===== config.mk =====
export PLATFORM = sky130hd
export DESIGN_NAME = vga_timing_gen
export DESIGN_NICKNAME = d
export VERILOG_FILES = /design/src/rtl/vga_pkg.sv /design/src/rtl/pix_tick_gen.sv /design/src/rtl/vga_timing_gen.sv
export SDC_FILE = /design/constraint.sdc
export NUM_CORES = 1
export LEC_CHECK = 0
export ABC_CLOCK_PERIOD_IN_PS = 3490
export CAP_MARGIN = 20
export CORE_UTILIZATION = 58
export CTS_BUF_LIST = sky130_fd_sc_hd__clkbuf_8
export DETAILED_ROUTE_END_ITERATION = 8
export GPL_ROUTABILITY_DRIVEN = 0
export GPL_TIMING_DRIVEN = 0
export PLACE_DENSITY = 0.88
export SETUP_SLACK_MARGIN = 0.5
export SLEW_MARGIN = 20
export SYNTH_ARGS = -nofsm -noshare
export SYNTH_HDL_FRONTEND = slang
export SYNTH_HIERARCHICAL = 1
export SYNTH_SLANG_ARGS = --single-unit

===== constraint.sdc =====
create_clock -name clk -period 3.49 [get_ports clk]
set_clock_uncertainty 0.05 [all_clocks]
set_input_delay 0.349 -clock clk [delete_from_list [all_inputs] [get_ports clk]]
set_output_delay 0.349 -clock clk [all_outputs]
set_load 0.005 [all_outputs]

===== src/rtl/vga_pkg.sv =====
// Shared VGA timing constants for the 800x600 @ 72 Hz raster.
// pong_graph reuses SCREEN_W/SCREEN_H for its MAX_X/MAX_Y.
package vga_pkg;

  localparam int   DEF_PIX_DIV  = 2;
  localparam int   DEF_H_DISP   = 800;
  localparam int   DEF_H_FP     = 56;
  localparam int   DEF_H_SYNC   = 120;
  localparam int   DEF_H_BP     = 64;
  localparam int   DEF_V_DISP   = 600;
  localparam int   DEF_V_FP     = 37;
  localparam int   DEF_V_SYNC   = 6;
  localparam int   DEF_V_BP     = 23;
  localparam logic DEF_SYNC_POL = 1'b1;

  localparam int H_TOTAL      = DEF_H_DISP + DEF_H_FP + DEF_H_SYNC + DEF_H_BP;
  localparam int V_TOTAL      = DEF_V_DISP + DEF_V_FP + DEF_V_SYNC + DEF_V_BP;
  localparam int H_SYNC_START = DEF_H_DISP + DEF_H_FP;
  localparam int V_SYNC_START = DEF_V_DISP + DEF_V_FP;

  localparam int SCREEN_W = DEF_H_DISP;
  localparam int SCREEN_H = DEF_V_DISP;

  // Half-open window test [lo, hi) used for the sync pulse decode.
  function automatic logic in_window(input int val, input int lo, input int hi);
    return (val >= lo) && (val < hi);
  endfunction

endpackage


===== src/rtl/pix_tick_gen.sv =====
// Pixel clock-enable divider: p_tick is a registered one-clk pulse
// every PIX_DIV board clocks, first asserted on the PIX_DIV-th edge after reset.
module pix_tick_gen
  import vga_pkg::*;
#(
  parameter int PIX_DIV = DEF_PIX_DIV
) (
  input  logic clk,
  input  logic reset,
  output logic p_tick
);

  localparam int DIV_W = (PIX_DIV > 1) ? $clog2(PIX_DIV) : 1;

  logic [DIV_W-1:0] div;
  logic             div_last;

  assign div_last = (int'(div) == PIX_DIV - 1);

  always_ff @(posedge clk or posedge reset) begin
    if (reset) begin
      div    <= '0;
      p_tick <= 1'b0;
    end else begin
      div    <= div_last ? '0 : div + 1'b1;
      p_tick <= div_last;
    end
  end

endmodule


===== src/rtl/vga_timing_gen.sv =====
// VGA raster timing: pixel/line counters plus registered coordinate,
// video_on, sync and frame_tick outputs, all mutually aligned.
module vga_timing_gen
  import vga_pkg::*;
#(
  parameter int   PIX_DIV  = DEF_PIX_DIV,
  parameter int   H_DISP   = DEF_H_DISP,
  parameter int   H_FP     = DEF_H_FP,
  parameter int   H_SYNC   = DEF_H_SYNC,
  parameter int   H_BP     = DEF_H_BP,
  parameter int   V_DISP   = DEF_V_DISP,
  parameter int   V_FP     = DEF_V_FP,
  parameter int   V_SYNC   = DEF_V_SYNC,
  parameter int   V_BP     = DEF_V_BP,
  parameter logic SYNC_POL = DEF_SYNC_POL
) (
  input  logic        clk,
  input  logic        reset,
  output logic        p_tick,
  output logic [15:0] pix_x,
  output logic [15:0] pix_y,
  output logic        video_on,
  output logic        hsync,
  output logic        vsync,
  output logic        frame_tick
);

  localparam int H_TOT    = H_DISP + H_FP + H_SYNC + H_BP;
  localparam int V_TOT    = V_DISP + V_FP + V_SYNC + V_BP;
  localparam int HS_START = H_DISP + H_FP;
  localparam int HS_END   = HS_START + H_SYNC;
  localparam int VS_START = V_DISP + V_FP;
  localparam int VS_END   = VS_START + V_SYNC;
  localparam int H_W      = $clog2(H_TOT);
  localparam int V_W      = $clog2(V_TOT);

  logic [H_W-1:0] h;
  logic [V_W-1:0] v;
  logic           h_last;
  logic           v_last;

  pix_tick_gen #(
    .PIX_DIV(PIX_DIV)
  ) u_pix_tick (
    .clk   (clk),
    .reset (reset),
    .p_tick(p_tick)
  );

  assign h_last = (int'(h) == H_TOT - 1);
  assign v_last = (int'(v) == V_TOT - 1);

  always_ff @(posedge clk or posedge reset) begin
    if (reset) begin
      h <= '0;
      v <= '0;
    end else if (p_tick) begin
      if (h_last) begin
        h <= '0;
        v <= v_last ? '0 : v + 1'b1;
      end else begin
        h <= h + 1'b1;
      end
    end
  end

  // Outputs trail the counters by one clk; frame_tick fires on the step
  // from the last visible line into the first blanking line.
  always_ff @(posedge clk or posedge reset) begin
    if (reset) begin
      pix_x      <= '0;
      pix_y      <= '0;
      video_on   <= 1'b0;
      hsync      <= ~SYNC_POL;
      vsync      <= ~SYNC_POL;
      frame_tick <= 1'b0;
    end else begin
      pix_x      <= 16'(h);
      pix_y      <= 16'(v);
      video_on   <= (int'(h) < H_DISP) && (int'(v) < V_DISP);
      hsync      <= in_window(int'(h), HS_START, HS_END) ? SYNC_POL : ~SYNC_POL;
      vsync      <= in_window(int'(v), VS_START, VS_END) ? SYNC_POL : ~SYNC_POL;
      frame_tick <= p_tick && h_last && (int'(v) == V_DISP - 1);
    end
  end

endmodule

==> metrics.md, run 1 <==
| Metric | Value |
|---|---|
| DRT Wirelength | 3903 µm |
| Crit Path Max Fanout | 8 |
| Largest net degree at the start of global routing | 31 |
| Num rows | 21 |
| Clock buffer depth | 2 |
| Num CTS Buffers | 5 |
| Busiest grt layer | met2 |
| Final setup viols | 0 |
| Diodes inserted | 0 |
| IO Pins | 39 |
| RSZ-0062 raised after global routing | no |
| Crit end category | flip-flop |
| First-pass GRT wire length | approximately 6100 µm |
| Met1 GRT Util | 0.2886 |
| Post-DP HPWL | approximately 2700 µm |
| Worst Hold Class | input pin to async pin |
| Max-cap violations | 0 |
| GR Overflow Total | 0 |
| Post-Syn Instances | between 150 and 200 |
| Yosys reg bits | 48 |
| Cell Count, Final, Fillers Out | approximately 270 |
| Port Buf Inserts | 27 |
| Post-Syn Area per Cell | about 12 µm² |
| Worst R2R Path Depth | 5 |
| Sequential cell area fraction in the yosys report | 0.5769 |
| Fill count | ~200 |
| Synth cell types | 38 |
| Share of cells above drive strength 1 | 0.1682 |
| Outcome | completed |
| DRC violations left | 0 |
| Htree depth | 2 |
| Cell Count Post-Placement | between 200 and 300 |
| CTS resizes | 0 |
| CP Class | flip-flop to flip-flop |
| # nets final | ~230 |
| Vias per cell | approximately 5.4 |
| Die Area | ~3800 µm² |
| Initial core utilization | 0.6142 |
| Die X | just over 60 µm |
| Mapped Area | about 2100 µm² |
| Ranking of synthesized cells by area | dfrtp_1 58%, buf_4 4.3%, ha_1 3.0%, xor2_1 2.5%, nand3_1 2.4% |
| Vias in the first global route | ~1.3k |
| Initial DRC count | 94 |
| Final Hold Fails | 0 |
| Die Span Y | a little over 60 µm |
| Critical Path Source Type | flip-flop |
| Core area | approximately 3400 µm² |
| Flop2flop setup slack | between 1.5 and 2 ns |
| YS warnings | 6 |
| Dominant cell type by area after synthesis | dfrtp_1 |
| GR Util met3 | 0.06418 |
| Yosys top cell area share | 0.5769 |
| Grt met2 use | 0.3794 |
| Vias | roughly 1.4k |
| Peak supply drop | between 0.0002 and 0.0003 V |
| Clock-pin transition on the worst setup and hold timing paths | around 0.080 ns |
| Initial antenna violation count | 0 |
| Tmin final | approximately 1.8 ns |
| Critical Path AT | around 2.0 ns |
| Worst r2r src | h[5]$_DFFE_PP0P_ |
| Syn-to-layout area delta | 23.86% |
| GRT Overall Usage | 0.2302 |
| Reg2Reg Capture Point | v[8]$_DFFE_PP0P_ |
| Slew Limit Fails | 0 |
| Final TNS setup | 0 ns |
| Worst skew pair latency | ~0.30 ns |
| Fmax | 0.5431 GHz |
| Post-route ant nets | 0 |
| Top_reg_cell synth | dfrtp_1 |
| TritonCTS clock tree | done |
| CTS sink count | 48 |
| PD cells | 378.0 nW/µm² |
| Hold bufs inserted after CTS | 0 |
| Setup Fix Bufs, Post-CTS | 0 |
| Synth async-reset ratio | 1.000 |
| LEAKAGE | 1.253 nW |
| EDFF count, synth | 0 |
| Period utilization | 0.5276 |
| Synth cell count leaders | 48 x dfrtp_1, 13 x nor2_1, 12 x buf_4 |
| Count leader, synth | dfrtp_1 |
| Pre-antenna DRT Iters | 4 |
| WL/cell | ~15 µm |
| WP data required | about 3.6 ns |
| CTS Root Cell | clkbuf_8 |
==> per-layer routing <==
| layer | up-vias | wire length, µm |
|---|---|---|
| met5 | - | 0 |
| met1 | 699 | 1553 |
| li1 | 656 | - |
| met2 | 61 | 2015 |
| met3 | 11 | 233 |
| met4 | 0 | 100 |
==> power by group <==
part	leakage, nW	internal, mW	switching (mW)	total [mW]
Clock	0.0541	0.212	0.181	0.393
Sequential	0.632	0.556	0	0.556
Combinational	0.567	0.0111	0.0153	0.0264
Total	1.25	0.778	0.196	0.975
==> cells by family (layout without fill, tap and decap cells) <==
logic type / after synthesis / in the layout / share of synthesized area
muxes: 3 / 3 / 0.01743
xor gates and xnor gates: 11 / 11 / 0.04627
and+or+nand+nor: 65 / 65 / 0.1905
buffers and inverters: 24 / 60 / 0.08173
AOI/OAI and AO/OA: 17 / 17 / 0.05529
DFF: 48 / 48 / 0.5769
adders and majority gates: 5 / 5 / 0.03005
other: 1 / 11 / 0.001801
==> sequential cells by signal, summed over array words and instances, names as in the netlist <==
register,cells
u_pix_tick/div,1
pix_y,10
h,11
vsync,1
pix_x,11
v,10
video_on,1
u_pix_tick/p_tick,1
hsync,1
frame_tick,1
==> cell usage in the layout, fill, tap and decap left out, drive strengths merged, types with 5 or more instances in the layout <==
| cell type | instances |
|---|---|
| dfrtp | 48 |
| clkdlybuf4s50 | 27 |
| buf | 18 |
| nor2 | 14 |
| nand2 | 11 |
| conb | 11 |
| nand3 | 10 |
| nor3 | 10 |
| inv | 7 |
| o21ai | 7 |
| xor2 | 6 |
| and3 | 5 |
| xnor2 | 5 |
| ha | 5 |
| clkbuf | 5 |
| nand4 | 5 |
==> area by class of cell <==
class | instances | area, µm² | share of cell area
well taps | 46 | 57.56 | 0.02232
plain buffers | 17 | 143.9 | 0.05580
repair buffers | 28 | 290.3 | 0.1126
flip-flops and latches | 48 | 1201 | 0.4658
inverters | 7 | 26.28 | 0.01019
multi-input cells | 112 | 748.2 | 0.2902
clock buffers | 5 | 68.82 | 0.02669
clock inverters | 3 | 42.54 | 0.01650
==> worst max-delay path, cell delays in order, from the launching register on <==
cell and delay (ns):
dfrtp_1 0.39, buf_6 0.14, nor4b_4 0.40, nand4_4 0.20, nor3_4 0.23, mux2_4 0.31
==> how the worst max path moves through the flow <==
| stage | from | to | slack, ns | cells after the start |
|---|---|---|---|---|
| after floorplan | h[5]$_DFFE_PP0P_ | v[8]$_DFFE_PP0P_ | 1.77 | 5 |
| after global placement | reset | v[6]$_DFFE_PP0P_ | 1.24 | 2 |
| after detailed placement | h[5]$_DFFE_PP0P_ | v[8]$_DFFE_PP0P_ | 1.66 | 5 |
| after CTS | h[5]$_DFFE_PP0P_ | v[8]$_DFFE_PP0P_ | 1.64 | 5 |
| after global routing | h[5]$_DFFE_PP0P_ | v[8]$_DFFE_PP0P_ | 1.57 | 5 |
| final | h[5]$_DFFE_PP0P_ | v[8]$_DFFE_PP0P_ | 1.65 | 5 |
==> through the flow <==
step / power [mW] / area, µm² / util / setup WS, ns / hold slack (ns)
2_1_floorplan: 0.5865 / 2120 / - / 1.769 / 0.04018
3_3_place_gp: 0.5896 / 2447 / 0.7220 / 1.236 / 0.3115
3_5_place_dp: 0.5934 / 2467 / 0.7279 / 1.657 / 0.3200
4_1_cts: 0.9799 / 2579 / 0.7608 / 1.640 / 0.1846
5_1_grt: 1.008 / 2579 / 0.7608 / 1.573 / 0.2041
6_report: 0.9748 / 2579 / 0.7608 / 1.649 / 0.1819
Power figures use the tool's default switching activity.
==> run 2: changes to the inputs <==
--- a/config.mk
+++ b/config.mk
@@ -5,14 +5,14 @@
 export SDC_FILE = /design/constraint.sdc
 export NUM_CORES = 1
 export LEC_CHECK = 0
-export ABC_CLOCK_PERIOD_IN_PS = 3490
+export ABC_CLOCK_PERIOD_IN_PS = 1600
 export CAP_MARGIN = 20
-export CORE_UTILIZATION = 58
+export CORE_UTILIZATION = 48
 export CTS_BUF_LIST = sky130_fd_sc_hd__clkbuf_8
 export DETAILED_ROUTE_END_ITERATION = 8
 export GPL_ROUTABILITY_DRIVEN = 0
 export GPL_TIMING_DRIVEN = 0
-export PLACE_DENSITY = 0.88
+export PLACE_DENSITY = 0.77
 export SETUP_SLACK_MARGIN = 0.5
 export SLEW_MARGIN = 20
 export SYNTH_ARGS = -nofsm -noshare
==> constraint.sdc (replaced) <==
create_clock -name clk -period 1.6 [get_ports clk]
set_clock_uncertainty 0.05 [all_clocks]
set_input_delay 0.16 -clock clk [delete_from_list [all_inputs] [get_ports clk]]
set_output_delay 0.16 -clock clk [all_outputs]
set_load 0.005 [all_outputs]
==> run 2 against run 1 <==
  * The run now ends with setup timing left
  * Sequential cell count unchanged
  * Final cell count increased by 18%
  * Combinational power increased by 140%
  * Clock-buffer cell count unchanged
  * Sequential power increased by 120%
  * Fmax increased by 6.5%
  * Sequential share of layout area decreased by 7.3 points
  * Wire length increased by 34%
  * First-iteration DRC count increased by 120%
  * Design area increased by 20%
  * Critical path depth increased by 2
  * Register-to-register slack got worse by 1.8 ns
  * Largest cell class unchanged
==> metrics.md, run 2 (same netlist as run 1, synthesis figures left out) <==
| Metric | Value |
|---|---|
| DRC violations left | 0 (unchanged) |
| Crit end category | flip-flop |
| Final TNS setup | -0.7987 ns (-0.7987 ns) |
| Design area | 3083 µm² (+20%) |
| DRT Wirelength | 5248 µm (+34%) |
| Post-DP HPWL | 2373 µm (-13%) |
| Worst Hold Class | input pin to async pin |
| Initial core utilization | 0.5095 (-0.1048) |
| Port Buf Inserts | 27 (unchanged) |
| Worst skew pair latency | 0.31 ns (about the same) |
| Period utilization | 1.081 (+0.5531) |
| Final Util | 0.7544 (-0.006357) |
| Outcome | finished with violations |
| Critical Path AT | 1.88 ns (-0.11 ns) |
| Post-route ant nets | 0 (unchanged) |
| Num CTS Buffers | 5 (unchanged) |
| Vias in the first global route | 1457 (+16%) |
| Clock buffer depth | 2 (unchanged) |
| Crit Path Max Fanout | 8 (unchanged) |
| CP Class | flip-flop to flip-flop |
| Die Area | 4605 µm² (+20%) |
| GRT Overall Usage | 0.2175 (-0.01272) |
| Num rows | 23 (+9.5%) |
| Commonest non-fill, non-tap cell in the layout | buf_4 |
| Vias | 1655 (+16%) |
| Final Hold Fails | 0 (unchanged) |
| Peak supply drop | 0.0005246 V (+83%) |
| IO Pins | 39 (unchanged) |
| CTS Root Cell | clkbuf_8 |
| PD cells | 636.5 nW/µm² (+68%) |
| Initial antenna violation count | 0 (unchanged) |
| Area of placed instances | 2481 µm² (+0.56%) |
| Max-cap violations | 0 (unchanged) |
| Die X | 67.86 µm (+9.6%) |
| Share of cells above drive strength 1 | 0.5321 (+0.3639) |
| GR Overflow Total | 0 (unchanged) |
| Htree depth | 2 (unchanged) |
| Fin Hold WS | 0.005712 ns (-0.1762 ns) |
| Highest-count cells in the layout ignoring fill and taps | 40 x buf_4, 39 x dfrtp_1, 21 x clkbuf_2, 20 x buf_6, 11 x conb_1 |
| Core area | 4086 µm² (+21%) |
| WP data required | 1.75 ns (-1.89 ns) |
| Vias per cell | 5.254 (-2.1%) |
| WL/cell | 16.66 µm (+14%) |
| First-pass GRT wire length | 7113 µm (+16%) |
| Cell Count, Final, Fillers Out | 315 (+18%) |
| Largest regs | h x11, pix_x x11 |
| Syn-to-layout area delta | 48.08% |
| Slew Limit Fails | 0 (unchanged) |
| Fmax | 0.5783 GHz (+6.5%) |
| Cell Count Post-Placement | 261 (+1.2%) |
| Critical Path Source Type | flip-flop |
| Die Span Y | 67.86 µm (+9.6%) |
| Final setup margin | -0.1292 ns (-1.778 ns) |
| Final setup viols | 10 (+10) |
| Clock-pin transition on the worst setup and hold timing paths | 0.09 ns (about the same) |
| LEAKAGE | 1.555 nW (+24%) |
| Initial DRC count | 209 (+120%) |
| Diodes inserted | 0 (unchanged) |
| Failing checks | setup timing |
| Pre-antenna DRT Iters | 4 (unchanged) |
| Tmin final | 1.729 ns (-0.1122 ns) |
| CTS sink count | 48 (unchanged) |
| Largest net degree at the start of global routing | 47 (+52%) |
| TritonCTS clock tree | done |
| # nets final | 272 (+20%) |
| RSZ-0062 raised after global routing | yes |
run 2: area by class of cell:
type / instances / area (µm²)
buffer: 17 / 157.7
clock buffer: 5 / 68.82
clock inverter: 2 / 8.758
fill: 243 / 1003
inverter: 7 / 30.03
multi-input combinational: 112 / 955.9
sequential: 48 / 1212
tap: 50 / 62.56
timing repair buffer: 74 / 586.8
run 2: stage by stage:
step	power [mW]	setup slack [ns]
2_1_floorplan	1.280	-0.06153
3_3_place_gp	1.289	-0.1938
3_5_place_dp	1.290	-0.2179
4_1_cts	1.954	-0.07550
5_1_grt	2.029	-0.2228
6_report	1.962	-0.1292
run 2: power by group:
| part | switching (mW) | total (mW) | internal (mW) | leakage (nW) |
|---|---|---|---|---|
| Sequential | 0 | 1.21 | 1.21 | 0.620 |
| Combinational | 0.0355 | 0.0625 | 0.0270 | 0.890 |
| Clock | 0.397 | 0.688 | 0.291 | 0.0452 |
run 2: path summary, 6_finish.rpt:
check / startpoint / endpoint / slack, ns / cells past startpoint
worst max-delay path: h[5]$_DFFE_PP0P_ / v[9]$_DFFE_PP0P_ / -0.13 / 7
worst min-delay path: reset / h[5]$_DFFE_PP0P_ / 0.006 / 3
worst max register to register: h[5]$_DFFE_PP0P_ / v[9]$_DFFE_PP0P_ / -0.13 / 7
worst min register to register: v[2]$_DFFE_PP0P_ / pix_y[2]$_DFF_PP0_ / 0.35 / 0
max in group asynchronous: reset / v[0]$_DFFE_PP0P_ / 0.56 / 3
min in group clk: v[2]$_DFFE_PP0P_ / pix_y[2]$_DFF_PP0_ / 0.35 / 0
run 2: layer usage:
metal  vias up  track usage  wire (µm)
met5         -            0          0
met4         0       0.1146        261
met3        28      0.06333        305
met2        77       0.3453       2543
met1       799       0.2672       2138
li1        751            -          -
run 2: repair_timing:
item	4_1_cts	5_1_grt
cloned	0	0
buffers inserted	27	17
hold buffers	1	1
hold endpoints to repair	2	10
pin swaps	18	15
resized for setup	95	49
setup endpoints to repair	50	46
run 2: worst max-delay path, cell delays in order (launching register included):
cell	delay (ns)
dfrtp_1	0.41
buf_6	0.13
nor4b_4	0.27
buf_4	0.18
and3_4	0.18
buf_8	0.13
o21ai_2	0.05
a22o_1	0.20
==> run 3: changes to the inputs <==
--- a/config.mk
+++ b/config.mk
@@ -7,12 +7,13 @@
 export LEC_CHECK = 0
 export ABC_CLOCK_PERIOD_IN_PS = 1600
 export CAP_MARGIN = 20
-export CORE_UTILIZATION = 48
+export CORE_UTILIZATION = 59
 export CTS_BUF_LIST = sky130_fd_sc_hd__clkbuf_8
 export DETAILED_ROUTE_END_ITERATION = 8
+export DONT_BUFFER_PORTS = 1
 export GPL_ROUTABILITY_DRIVEN = 0
 export GPL_TIMING_DRIVEN = 0
-export PLACE_DENSITY = 0.77
+export PLACE_DENSITY = 0.78
 export SETUP_SLACK_MARGIN = 0.5
 export SLEW_MARGIN = 20
 export SYNTH_ARGS = -nofsm -noshare
==> run 3 against run 2 <==
  * The flow still finishes with violations (setup timing)
  * Sequential power about the same
  * First-iteration DRC count fell by 62%
  * Power rose by 8.3%
  * Fmax down 1.6%
  * Die area decreased by 18%
  * Via count shrank 14%
  * Combinational power fell by 9.4%
  * Global-route usage grew 0.80 points
  * Clock power rose by 25%
  * Clock-buffer cell count did not move
  * Critical endpoint is now v[7]$_DFFE_PP0P_
  * Largest power group unchanged
==> metrics.md, run 3 (same netlist as run 1, synthesis figures left out) <==
| Metric | Value |
|---|---|
| Outcome | finished with violations |
| Failing checks | setup timing |
| Comb power frac | 0.027 (-0.005) |
| Critical Path Source Type | flip-flop |
| Vias in the first global route | 1305 (-10%) |
| Final setup viols | 14 (+4) |
| Fmax | 0.5693 GHz (-1.6%) |
| Port Buf Inserts | 0 (-100%) |
| LEAKAGE | 1.279 nW (-18%) |
| PD cells | 820.1 nW/µm² (+29%) |
| Die X | 61.41 µm (-9.5%) |
| RSZ-0062 raised after global routing | yes |
| Vias | 1418 (-14%) |
| Met2 WL post-DR | 1982 µm (-22%) |
| Worst Hold Class | input pin to async pin |
| Crit Path Max Fanout | 6 (-2) |
| TritonCTS clock tree | done |
| Largest net degree at the start of global routing | 47 (unchanged) |
| CP max stage cell | dfrtp_1 |
| Htree depth | 2 (unchanged) |
| Switch share | 0.2033 (-0.01709) |
| Crit path cell chain | buf_6 -> nor4b_4 -> buf_4 -> buf_6 -> and3_4 -> buf_6 -> o21ai_2 -> a22o_1 |
| Switching power | 0.4323 mW (about the same) |
| GRT Overall Usage | 0.2255 (+0.007959) |
| WP data required | 1.74 ns (about the same) |
| Kind of cell adding the most delay to the critical path | buffers and inverters |
| DRT Wirelength | 4057 µm (-23%) |
| Max-cap violations | 0 (unchanged) |
| Slew Limit Fails | 0 (unchanged) |
| Clock share of power | 0.403 (+0.052) |
| Final Hold Fails | 0 (unchanged) |
| Highest Signal Layer | met4 |
| Cell Count Post-Placement | 230 (-12%) |
| Initial antenna violation count | 0 (unchanged) |
| Worst skew pair latency | 0.30 ns (about the same) |
| Metal3 WL | 242 µm (-21%) |
| CTS Root Cell | clkbuf_8 |
| Wl on met1 | 1740 µm (-19%) |
| Syn-to-layout area delta | 24.52% |
| Area occupied by multi-input gates | 850.8 µm² (-11%) |
| CP Class | flip-flop to flip-flop |
| Post-route ant nets | 0 (unchanged) |
| Normalized max-slew margin | 0.6510 |
| Initial DRC count | 79 (-62%) |
| Pre-antenna DRT Iters | 5 (+1) |
| Tmin final | 1.757 ns (+0.02749 ns) |
| Vias per cell | 5.454 (+3.8%) |
| Critical Path AT | 1.90 ns (+0.02 ns) |
| Diodes inserted | 0 (unchanged) |
| Clock buffer depth | 2 (unchanged) |
| Final TNS setup | -1.228 ns (-0.4295 ns) |
| Pre-CTS setup slack | -0.2030 ns (+0.01497 ns) |
| Num rows | 21 (-8.7%) |
| Post-DP HPWL | 2351 µm (-0.96%) |
| WL/cell | 15.60 µm (-6.3%) |
| CTS sink count | 48 (unchanged) |
| Sequential power share | 0.570 (-0.047) |
| Initial core utilization | 0.6190 (+0.1096) |
| Core area | 3363 µm² (-18%) |
| WP buf/inv | 4 (+1) |
| Most frequent CP cell | buf_6 |
| Share of cells above drive strength 1 | 0.3692 (-0.1629) |
| Die Area | 3771 µm² (-18%) |
| GR Overflow Total | 0 (unchanged) |
| Peak supply drop | 0.0005283 V (+0.69%) |
| # nets final | 220 (-19%) |
| Worst-Margin Slew | roughly 0.52 ns |
| Final setup margin | -0.1567 ns (-0.02749 ns) |
| Clock-pin transition on the worst setup and hold timing paths | 0.08 ns (about the same) |
| Period utilization | 1.098 (+0.01718) |
| Crit end category | flip-flop |
| Slowest stage delay, CP | 0.40 ns (about the same) |
| Largest regs | h x11, pix_x x11 |
| Fill count | 238 (-2.1%) |
| DRC violations left | 0 (unchanged) |
| Int Power | 1.694 mW (+11%) |
| Cell Count, Final, Fillers Out | 260 (-17%) |
| First-pass GRT wire length | 6092 µm (-14%) |
| Commonest non-fill, non-tap cell in the layout | dfrtp_1 |
| Highest-count cells in the layout ignoring fill and taps | 44 x dfrtp_1, 26 x buf_4, 11 x nand2_1, 11 x conb_1, 10 x nor2_1 |
| IO Pins | 39 (unchanged) |
| Die Span Y | 61.41 µm (-9.5%) |
| FF+latch area | 1206 µm² (-0.52%) |
| Num CTS Buffers | 5 (unchanged) |
==> run 3: cell count changes in the layout (fill, tap and decap cells not counted), moves of 3 or more <==
cell / change
nand3_2: -3
buf_4: -14
nand3_1: +4
clkdlybuf4s15_1: -3
dfrtp_1: +5
ha_4: -3
clkbuf_2: -21
dfrtp_2: -5
buf_6: -12
==> run 3: what timing repair did <==
action	4_1_cts	5_1_grt
hold buffers	1	0
endpoints found under the hold margin	48	0
resized for setup	13	18
gates cloned	0	1
setup buffers	19	1
endpoints found under the setup margin	24	70
pin swaps	16	11
==> run 3: cell type report <==
class | count | share of cell area
well taps | 46 | 0.02220
clock buffers | 5 | 0.02654
flip-flops and latches | 48 | 0.4653
repair inverters | 1 | 0.002896
multi-input cells | 112 | 0.3282
repair buffers | 21 | 0.06902
clock inverters | 3 | 0.01641
inverters | 7 | 0.01158
plain buffers | 17 | 0.05791
==> run 3: metal layers <==
layer,GRT usage,up-vias
li1,-,647
met1,0.3030,708
met2,0.3432,52
met3,0.06303,11
met4,0.1016,0
met5,0,-
==> run 3: worst paths after layout <==
check	start	end	slack, ns	cells past startpoint
min in group clk	v[2]$_DFFE_PP0P_	pix_y[2]$_DFF_PP0_	0.33	0
worst min-delay path	reset	u_pix_tick/p_tick$_DFF_PP0_	0.26	2
worst max register to register	h[5]$_DFFE_PP0P_	v[7]$_DFFE_PP0P_	-0.16	8
max in group asynchronous	reset	h[4]$_DFFE_PP0P_	0.72	2
worst max-delay path	h[5]$_DFFE_PP0P_	v[7]$_DFFE_PP0P_	-0.16	8
worst min register to register	v[2]$_DFFE_PP0P_	pix_y[2]$_DFF_PP0_	0.33	0
==> run 3: power by group through the flow <==
stage,clock network (mW),registers [mW],logic (mW)
floorplan,0,1.24,0.0435
global placement,0,1.24,0.0481
detailed placement,0,1.24,0.0496
CTS,0.866,1.21,0.0524
global route,0.920,1.21,0.0659
finish,0.858,1.21,0.0566
==> run 3: stage by stage <==
step	total power [mW]	util	instance area [µm²]	hold slack, ns
3_5_place_dp	1.286	0.6559	2206	-0.1428
6_report	2.126	0.7708	2592	0.2569
2_1_floorplan	1.280	-	2148	-0.1489
5_1_grt	2.198	0.7708	2592	0.2657
4_1_cts	2.131	0.7470	2512	0.1596
3_3_place_gp	1.284	0.6559	2206	-0.1459
